**src/rtl/fifo_pkg.sv**
```systemverilog
// fifo_pkg: shared FIFO controller state type and sizing helpers
package fifo_pkg;
  typedef enum logic [1:0] {EMPTY, PARTIAL, FULL} fifo_state_t;
  function automatic int fifo_cap(input int depth);
    return 1 << depth;
  endfunction
  function automatic int fifo_ptr_w(input int depth);
    return depth + 1;
  endfunction
endpackage

```
**src/rtl/fifo_ctrl_if.sv**
```systemverilog
// fifo_ctrl_if: client requests, RAM sequencing and status bundle of the FIFO controller
interface fifo_ctrl_if #(parameter int DEPTH = 8);
  import fifo_pkg::*;
  logic push;
  logic pop;
  logic flush;
  logic ram_wr_ena;
  logic ram_valid_write;
  logic [DEPTH-1:0] ram_wr_adb;
  logic ram_rd_ena;
  logic [DEPTH-1:0] ram_rd_adb;
  logic [fifo_ptr_w(DEPTH)-1:0] count;
  logic empty;
  logic full;
  logic overflow;
  logic underflow;
  logic almost_full;
  logic almost_empty;
  modport master (
    output push, pop, flush,
    input ram_wr_ena, ram_valid_write, ram_wr_adb, ram_rd_ena, ram_rd_adb,
    input count, empty, full, overflow, underflow, almost_full, almost_empty
  );
  modport slave (
    input push, pop, flush,
    output ram_wr_ena, ram_valid_write, ram_wr_adb, ram_rd_ena, ram_rd_adb,
    output count, empty, full, overflow, underflow, almost_full, almost_empty
  );
endinterface

```
**src/rtl/fifo_ptr.sv**
```systemverilog
// fifo_ptr: wrapping FIFO pointer, top bit flips on every pass through the RAM
module fifo_ptr #(parameter int W = 4) (
  input  logic         clk,
  input  logic         rst,
  input  logic         inc,
  input  logic         clr,
  output logic [W-1:0] ptr
);
  // clear beats increment; binary overflow of the full width gives the wrap flag for free
  always_ff @(posedge clk or posedge rst)
    if (rst) ptr <= '0;
    else if (clr) ptr <= '0;
    else if (inc) ptr <= ptr + W'(1);
endmodule

```
**src/rtl/fifo_ctrl.sv**
```systemverilog
// fifo_ctrl: FIFO RAM sequencer (pointers, count, flags); define FIFO_CTRL_WATERMARK_EN for almost_full/almost_empty
module fifo_ctrl
  import fifo_pkg::*;
#(
  parameter int DEPTH     = 8,
  parameter int AF_THRESH = 2**DEPTH - 2,
  parameter int AE_THRESH = 2
) (
  input logic       clk,
  input logic       rst,
  fifo_ctrl_if.slave bus
);
  localparam int PW = fifo_ptr_w(DEPTH);
  localparam logic [PW-1:0] CAP = PW'(fifo_cap(DEPTH));
  fifo_state_t state, state_nx;
  logic [PW-1:0] wr_ptr, rd_ptr, count_q, count_nx;
  logic push_acc, pop_acc, overflow_q, underflow_q, ptr_full, ptr_empty;
  assign pop_acc  = bus.pop & ~bus.flush & (state != EMPTY);
  assign push_acc = bus.push & ~bus.flush & ((state != FULL) | pop_acc);
  assign count_nx = bus.flush ? '0 : count_q + PW'(push_acc) - PW'(pop_acc);
  fifo_ptr #(.W(PW)) u_wr_ptr (.clk(clk), .rst(rst), .inc(push_acc), .clr(bus.flush), .ptr(wr_ptr));
  fifo_ptr #(.W(PW)) u_rd_ptr (.clk(clk), .rst(rst), .inc(pop_acc), .clr(bus.flush), .ptr(rd_ptr));
  // next occupancy state; a simultaneous push and pop leaves FULL untouched
  always_comb begin
    state_nx = state;
    case (state)
      EMPTY:   state_nx = push_acc ? PARTIAL : EMPTY;
      PARTIAL: state_nx = (count_nx == CAP) ? FULL : (count_nx == '0) ? EMPTY : PARTIAL;
      FULL:    state_nx = bus.flush ? EMPTY : (pop_acc & ~push_acc) ? PARTIAL : FULL;
      default: state_nx = EMPTY;
    endcase
  end
  // occupancy state and count registers
  always_ff @(posedge clk or posedge rst)
    if (rst) begin
      state   <= EMPTY;
      count_q <= '0;
    end else begin
      state   <= state_nx;
      count_q <= count_nx;
    end
  // sticky rejection flags, cleared only by flush or reset
  always_ff @(posedge clk or posedge rst)
    if (rst) begin
      overflow_q  <= 1'b0;
      underflow_q <= 1'b0;
    end else if (bus.flush) begin
      overflow_q  <= 1'b0;
      underflow_q <= 1'b0;
    end else begin
      overflow_q  <= overflow_q | (bus.push & ~push_acc);
      underflow_q <= underflow_q | (bus.pop & ~pop_acc);
    end
  assign bus.ram_wr_ena      = ~push_acc;
  assign bus.ram_valid_write = push_acc;
  assign bus.ram_wr_adb      = wr_ptr[DEPTH-1:0];
  assign bus.ram_rd_ena      = (state == EMPTY);
  assign bus.ram_rd_adb      = rd_ptr[DEPTH-1:0];
  assign bus.count           = count_q;
  assign bus.empty           = (state == EMPTY);
  assign bus.full            = (state == FULL);
  assign bus.overflow        = overflow_q;
  assign bus.underflow       = underflow_q;
  assign ptr_empty = (wr_ptr == rd_ptr);
  assign ptr_full  = ((wr_ptr ^ rd_ptr) == {1'b1, {DEPTH{1'b0}}});
  // the state decode must always agree with the pointer relationship and the count
  assert property (@(posedge clk) disable iff (rst)
    (bus.full == ptr_full) && (bus.empty == ptr_empty) && (count_q == wr_ptr - rd_ptr));
`ifdef FIFO_CTRL_WATERMARK_EN
  localparam logic [PW-1:0] AF = PW'(AF_THRESH);
  localparam logic [PW-1:0] AE = PW'(AE_THRESH);
  logic almost_full_q, almost_empty_q;
  // watermarks track the next count so they line up with count itself
  always_ff @(posedge clk or posedge rst)
    if (rst) begin
      almost_full_q  <= 1'b0;
      almost_empty_q <= 1'b1;
    end else begin
      almost_full_q  <= (count_nx >= AF);
      almost_empty_q <= (count_nx <= AE);
    end
  assign bus.almost_full  = almost_full_q;
  assign bus.almost_empty = almost_empty_q;
`else
  localparam int unused_thresh = AF_THRESH + AE_THRESH;
  assign bus.almost_full  = 1'b0;
  assign bus.almost_empty = 1'b0;
`endif
endmodule

```
**src/flat_wrapper.sv**
```systemverilog
// flat-port wrapper written by rule: the top's interface ports become plain ports
module fifo_ctrl_flat import fifo_pkg::*;
#(
  parameter int DEPTH     = 8,
  parameter int AF_THRESH = 2**DEPTH - 2,
  parameter int AE_THRESH = 2
)
  (clk, rst, bus_push, bus_pop, bus_flush, bus_ram_wr_ena, bus_ram_valid_write, bus_ram_wr_adb, bus_ram_rd_ena, bus_ram_rd_adb, bus_count, bus_empty, bus_full, bus_overflow, bus_underflow, bus_almost_full, bus_almost_empty);
  fifo_ctrl_if #(.DEPTH(DEPTH)) bus_i ();
  input logic clk;
  input logic rst;
  input wire logic [$bits(bus_i.push)-1:0] bus_push;
  input wire logic [$bits(bus_i.pop)-1:0] bus_pop;
  input wire logic [$bits(bus_i.flush)-1:0] bus_flush;
  output wire logic [$bits(bus_i.ram_wr_ena)-1:0] bus_ram_wr_ena;
  output wire logic [$bits(bus_i.ram_valid_write)-1:0] bus_ram_valid_write;
  output wire logic [$bits(bus_i.ram_wr_adb)-1:0] bus_ram_wr_adb;
  output wire logic [$bits(bus_i.ram_rd_ena)-1:0] bus_ram_rd_ena;
  output wire logic [$bits(bus_i.ram_rd_adb)-1:0] bus_ram_rd_adb;
  output wire logic [$bits(bus_i.count)-1:0] bus_count;
  output wire logic [$bits(bus_i.empty)-1:0] bus_empty;
  output wire logic [$bits(bus_i.full)-1:0] bus_full;
  output wire logic [$bits(bus_i.overflow)-1:0] bus_overflow;
  output wire logic [$bits(bus_i.underflow)-1:0] bus_underflow;
  output wire logic [$bits(bus_i.almost_full)-1:0] bus_almost_full;
  output wire logic [$bits(bus_i.almost_empty)-1:0] bus_almost_empty;
  assign bus_i.push = bus_push;
  assign bus_i.pop = bus_pop;
  assign bus_i.flush = bus_flush;
  assign bus_ram_wr_ena = bus_i.ram_wr_ena;
  assign bus_ram_valid_write = bus_i.ram_valid_write;
  assign bus_ram_wr_adb = bus_i.ram_wr_adb;
  assign bus_ram_rd_ena = bus_i.ram_rd_ena;
  assign bus_ram_rd_adb = bus_i.ram_rd_adb;
  assign bus_count = bus_i.count;
  assign bus_empty = bus_i.empty;
  assign bus_full = bus_i.full;
  assign bus_overflow = bus_i.overflow;
  assign bus_underflow = bus_i.underflow;
  assign bus_almost_full = bus_i.almost_full;
  assign bus_almost_empty = bus_i.almost_empty;
  fifo_ctrl #(.DEPTH(DEPTH), .AF_THRESH(AF_THRESH), .AE_THRESH(AE_THRESH)) u_core (.clk(clk), .rst(rst), .bus(bus_i));
endmodule
```
**config.mk**
```make
export PLATFORM = sky130hd
export DESIGN_NAME = fifo_ctrl_flat
export DESIGN_NICKNAME = d
export VERILOG_FILES = /design/src/rtl/fifo_pkg.sv /design/src/rtl/fifo_ctrl_if.sv /design/src/rtl/fifo_ptr.sv /design/src/rtl/fifo_ctrl.sv /design/src/flat_wrapper.sv
export SDC_FILE = /design/constraint.sdc
export NUM_CORES = 1
export LEC_CHECK = 0
export BUFFER_PORTS_ARGS = -buffer_cell sky130_fd_sc_hd__buf_2
export CAP_MARGIN = 20
export CORE_UTILIZATION = 45
export CTS_CLUSTER_DIAMETER = 120
export DETAILED_ROUTE_END_ITERATION = 6
export GPL_TIMING_DRIVEN = 0
export PLACE_DENSITY = 0.68
export SLEW_MARGIN = 20
export SYNTH_ARGS = -nofsm -noshare
export SYNTH_HDL_FRONTEND = slang
export SYNTH_HIERARCHICAL = 1
export SYNTH_SLANG_ARGS = --single-unit
```
**constraint.sdc**
```tcl
create_clock -name clk -period 4 [get_ports clk]
set_input_delay 0.4 -clock clk [delete_from_list [all_inputs] [get_ports clk]]
set_output_delay 0.4 -clock clk [all_outputs]
set_load 0.05 [all_outputs]
```
* After elaboration in Yosys (flattened, before gate mapping) *
Index checks and enable logic that the tools add are counted.

cells by class
  multiplexer cells = 13
  equality and inequality tests = 4
  reduce and logical (&&, ||, !) cells = 5
  add/subtract/negate cells = 4
  bitwise operators = 13

operator list
  cell                                           count
  two-way mux 9 bit                              5
  adder 9 x 1 -> 9 bit, second input constant    2
  adder 9 x 1 -> 9 bit                           1
  == test 9 bit, second input constant           1
  logical NOT 9 bit                              1
  subtractor 9 x 1 -> 9 bit                      1
  AND 1 bit                                      7
  two-way mux 2 bit                              3
  case mux 2 bit (3 select lines)                1
  nonzero test 2 bit                             3
  two-way mux 1 bit                              4
  inverter 1 bit                                 3
  OR 1 bit                                       3
  == test 2 x 1 -> 1 bit, second input constant  1
  == test 2 bit, second input constant           1
  logical NOT 2 bit                              1
  != test 2 bit, second input constant           1

word-level totals
  output and inout port bits = 34
  register bits = 31
  input port bits = 5
  word-level logic and storage cells = 45

* Logic depth before layout (Yosys ltp) *
  depth after elaboration = 12
  depth in mapped cells = 13
  mapped depth without buffers = 13

* Cells and area by module *
The synthesis kept the hierarchy.

by module, submodules not included
  module     cells each  instances  sequential area each (um^2)  area each (um^2)
  fifo_ctrl  114         1          325.3                        964.7
  fifo_ptr   44          2          225.2                        449.2

* Worst setup path after synthesis *
No wires, ideal clock.

  path type = input -> register
  start = input bus_flush
  end = register u_core.state[1]
  slack = 0.515 ns
  path buffers = 1
  cell stages on the path = 12
  required time = 3.934 ns
  library setup time = 0.066 ns
  arrival = 3.419 ns
  path through = clkbuf_1 -> or3_1 -> inv_1 -> ha_1 -> inv_1 -> fa_1 -> nand2b_2 -> a21oi_2 -> o21ai_2 -> or3_1 -> a31oi_2 -> a31o_1

between the ends
  elaborated cells between the ends (all ways) = 16
  classes of those cells = add/sub: 2; eq/ne: 1; mux: 5; bitwise: 8

RTL lines
  item                                 RTL line                          text
  start: declaration                   flat_wrapper.sv:14                input wire logic [$bits(bus_i.flush)-1:0] bus_flush;
  inverter 1 bit (*)                   fifo_ctrl.sv:18, fifo_ctrl.sv:19
  AND 1 bit (2 in a row)               fifo_ctrl.sv:18                   assign pop_acc = bus.pop & ~bus.flush & (state != EMPTY);
  OR 1 bit                             fifo_ctrl.sv:19                   assign push_acc = bus.push & ~bus.flush & ((state != FULL) | pop_acc);
  AND 1 bit (*)                        fifo_ctrl.sv:19
  inverter 1 bit (*)                   n/a
  net bus_ram_wr_ena                   flat_wrapper.sv:15                output wire logic [$bits(bus_i.ram_wr_ena)-1:0] bus_ram_wr_ena;
  AND 1 bit (*)                        fifo_ctrl.sv:29                   FULL: state_nx = bus.flush ? EMPTY : (pop_acc & ~push_acc) ? PARTIAL : FULL;
  two-way mux 2 bit (*) (2 in a row)   fifo_ctrl.sv:29
  case mux 2 bit (3 select lines) (*)  fifo_ctrl.sv:26                   case (state)
  net u_core.state_nx[1]               fifo_ctrl.sv:15                   fifo_state_t state, state_nx;
  end signal: assignment               fifo_ctrl.sv:39                   state <= state_nx;
  end: declaration                     fifo_ctrl.sv:15

The timed path passes the listed nets; every way through them passes the cells marked *.
A chain may end at the register's enable or synchronous reset.

* Worst setup path in the final report *
  start = register u_core.state[0]
  end = register u_core.state[1]

between the ends
  cells in the longest elaborated chain, start to end = 10
  elaborated cells between the ends (all ways) = 18
  classes of those cells = add/sub: 2; eq/ne: 4; mux: 5; bitwise: 5; reduce/logical: 2

ends and longest elaborated chain
  item                                 RTL line         text
  nonzero test 2 bit (*)               fifo_ctrl.sv:18
  AND 1 bit (*)                        fifo_ctrl.sv:18
  net u_core.pop_acc                   fifo_ctrl.sv:17  logic push_acc, pop_acc, overflow_q, underflow_q, ptr_full, ptr_empty;
  OR 1 bit                             fifo_ctrl.sv:19
  AND 1 bit                            fifo_ctrl.sv:19
  adder 9 x 1 -> 9 bit                 fifo_ctrl.sv:20  assign count_nx = bus.flush ? '0 : count_q + PW'(push_acc) - PW'(pop_acc);
  subtractor 9 x 1 -> 9 bit (*)        fifo_ctrl.sv:20
  two-way mux 9 bit (*)                fifo_ctrl.sv:20
  net u_core.count_nx[8]               fifo_ctrl.sv:16  logic [PW-1:0] wr_ptr, rd_ptr, count_q, count_nx;
  == test 9 bit (*)                    fifo_ctrl.sv:28  PARTIAL: state_nx = (count_nx == CAP) ? FULL : (count_nx == '0) ? EMPTY : PARTIAL;
  two-way mux 2 bit (*)                fifo_ctrl.sv:28
  case mux 2 bit (3 select lines) (*)  fifo_ctrl.sv:26
  net u_core.state_nx[1]               fifo_ctrl.sv:15

Marked as above.

==> results <==
- The run finished with clean final reports.
- The setup skew after layout is 0.00171 ns.
- The total routing resource utilization after global routing is 0.198.
- The number of CTS-inserted buffers is 5.
- The source of the critical timing path is u_core/state[0].
- The sequential cells in the finished layout cover a total of 726 um2.
- STA classifies the critical path startpoint as a register.
- The total via count in the routed design is 1510.
- The count of inserted antenna diode cells is 0.
- The HPWL after detailed placement is 2.74 mm.
- The site row count is 22.
- The routed design has 3.58 mm of wire.
- The growth of design area from synthesis to finish is 20.4%.
- CTS saw 29 sinks.
- For the pin with the worst max-slew slack, the measured transition is 0.510 ns.
- Clock-pin slew was measured on the worst setup and hold paths at 0.06 ns.
- After detailed placement, the design holds a cell count of 277.
- The number of antenna violations at the first check in global routing is 0.
- At the end of the flow, the number of nets in the layout was 252.
- The width of the chip is 64.7 um.
- The starting DRC count in detailed routing is 49.
- The die height is 64.7 um.
- The worst voltage drop across the vdd grid is 507 uV.
- In this run the count of I/O pins placed on the die edge is 39.
- The via count of the first global-routing pass was 1408.
- The average routed wire per standard cell is 12.6 um.
- Setup violations remaining at the end of the flow were counted as 0.
- Setup total negative slack on the finished layout was measured at 0 ns.
- The die covers 4180 um2.
- Before antenna repair, the detailed router went through 4 iterations.
- The setup slack of the worst register-to-register path is 0.90 ns.
- Buffers inserted to repair hold after CTS numbered 0.
- For the worst-skew pair, the clock arrives at the later sink with an insertion delay of 0.28 ns.
- At the worst endpoint, the arrival time is 3.32 ns.
- Across the run, the number of max-cap violations was 0.
- The maximum number of pins on one net before global-route repair is 14.
- Global routing finished with a remaining overflow of 0.
- Timing would allow up to 0.322 GHz.
- The pre-CTS worst setup slack is 0.656 ns.
- For the worst setup path, the data required time is 4.21 ns.
- The number of cells produced by synthesis is 192.
- The remaining number of nets flagged by the antenna check after routing is 0.
- The final-report max-slew violation count is 0.
- STA classifies the critical path endpoint as a register.
- The congestion estimate from routability-driven global placement came to 0.835.
- Buffers added to address setup during post-CTS repair amount to 0.
- The H-tree depth is 2.
- The share of the core filled with cells in the final layout is 0.573.
- The worst path in the final design needs a cycle of 3.10 ns, including I/O delays and setup.
- The total power per unit cell area is 756 nW/um2.
- The leakage power of the design is 1.03 nW.
- The setup path with the least slack is of type register to register.
- Using the TritonRoute via totals, the vias-per-cell ratio works out to 5.30.
- The cell sitting at the root of the clock tree is a sky130_fd_sc_hd__clkbuf_8.
- Excluding fillers, the count of instances in the completed layout stands at 285.
- After detailed routing, the number of remaining DRC violations is 0.
- The global-route wire length before repair is 6.32 mm.
- Of the cells placed in the final design, the portion with a size suffix greater than 1 is 0.249.
- The number of warnings printed during yosys synthesis is 6.
- In this run the mean area of a mapped cell was 9.21 um2.
- The netlist area before placement is 1770 um2.
- The number of filler instances in the final layout is 360.
- The CTS tree is done.
- The buffer levels on the longest clock path is 2.
- The count of input and output buffers is 36.
- The count of endpoints failing hold in the final timing report is 0.
- Of all nets on the critical path, the largest fanout is 6.
- Setup repair after global routing left no endpoint under its margin.
- The initial cell density of the core is 0.476.
- In the finished design, the share of the clock period the worst path needs comes to 0.776.
- The core region is 3720 um2.
- The worst hold path class is input port to async pin.
- Summing all multi-input logic gate instances after layout gives 920 um2.
- After layout, the worst setup slack is 0.895 ns.
- The post-cts sizing count is 0.
- Measured against its own limit, the worst slew margin works out to 0.660.
- The startpoint identified for the worst register-to-register timing path is u_core/state[0].
-- routing by layer --
layer	vias to the layer above	routed length [um]	global-route usage
met2	36	1700	0.328
met4	0	38	0.0500
met1	709	1670	0.249
met3	5	169	0.0634
li1	760	-	-
met5	-	0	0
-- worst max-delay path, stage by stage (launching register included) --
cell and delay (ns):
sky130_fd_sc_hd__dfrtp_1 0.42, sky130_fd_sc_hd__nor2_1 0.11, sky130_fd_sc_hd__nor3b_1 0.42, sky130_fd_sc_hd__xor2_1 0.19, sky130_fd_sc_hd__ha_1 0.22, sky130_fd_sc_hd__inv_1 0.07, sky130_fd_sc_hd__fa_1 0.40, sky130_fd_sc_hd__nand2b_2 0.21
sky130_fd_sc_hd__a21oi_2 0.16, sky130_fd_sc_hd__o21ai_2 0.09, sky130_fd_sc_hd__or3_1 0.39, sky130_fd_sc_hd__a31oi_2 0.21, sky130_fd_sc_hd__a31o_1 0.16
-- cells in the final DEF (no fill, tap or decap), types with 4 or more instances in the layout --
cell type and n:
sky130_fd_sc_hd__buf_2 38, sky130_fd_sc_hd__dfrtp_1 29, sky130_fd_sc_hd__nor2_1 24, sky130_fd_sc_hd__inv_1 17, sky130_fd_sc_hd__a21oi_1 15, sky130_fd_sc_hd__ha_1 10
sky130_fd_sc_hd__nand3_1 7, sky130_fd_sc_hd__nand2_1 7, sky130_fd_sc_hd__xnor2_1 7, sky130_fd_sc_hd__clkbuf_8 6, sky130_fd_sc_hd__xor2_1 6, sky130_fd_sc_hd__buf_4 6
sky130_fd_sc_hd__o21ai_0 6, sky130_fd_sc_hd__nor2b_1 5, sky130_fd_sc_hd__nand4_1 5, sky130_fd_sc_hd__nor3_1 4, sky130_fd_sc_hd__or3_1 4, sky130_fd_sc_hd__o31ai_1 4
sky130_fd_sc_hd__or4_1 4
-- sequential cells by signal (all words and copies together) (netlist names) --
signal and flops:
u_core/bus.count 9, u_core/bus.overflow 1, u_core/bus.underflow 1, u_core/state 2, u_core/u_rd_ptr/ptr 8, u_core/u_wr_ptr/ptr 8
-- stage by stage --
stage / total power [W] / cell area (um2) / hold WS, ns
2_1_floorplan: 0.00113 / 1770 / 0.216
3_3_place_gp: 0.00129 / 2010 / 0.391
3_5_place_dp: 0.00130 / 2010 / 0.389
4_1_cts: 0.00162 / 2130 / 0.0873
5_1_grt: 0.00175 / 2130 / 0.107
6_report: 0.00161 / 2130 / 0.0858
-- layout make-up --
class	count	share of cell area
Multi-Input combinational cell	137	0.432
Inverter	17	0.0300
Tap cell	48	0.0282
Buffer	10	0.0294
Timing Repair Buffer	36	0.0847
Clock inverter	1	0.0141
Clock buffer	7	0.0406
Sequential cell	29	0.341
-- where the power goes --
part	internal, W	switching [W]
logic	0.000321	0.000588
clock network	0.000203	0.000106
registers	0.000344	0.0000459
-- worst paths after layout --
path | to | cells past startpoint
max | u_core/state[1] | 12
max reg2reg | u_core/state[1] | 12
max in group asynchronous | u_core/bus.count[4] | 2
min reg2reg | u_core/bus.overflow | 2
min | u_core/u_wr_ptr/ptr[5] | 2
min in group clk | u_core/bus.overflow | 3
(Power assumes the default switching activity.)
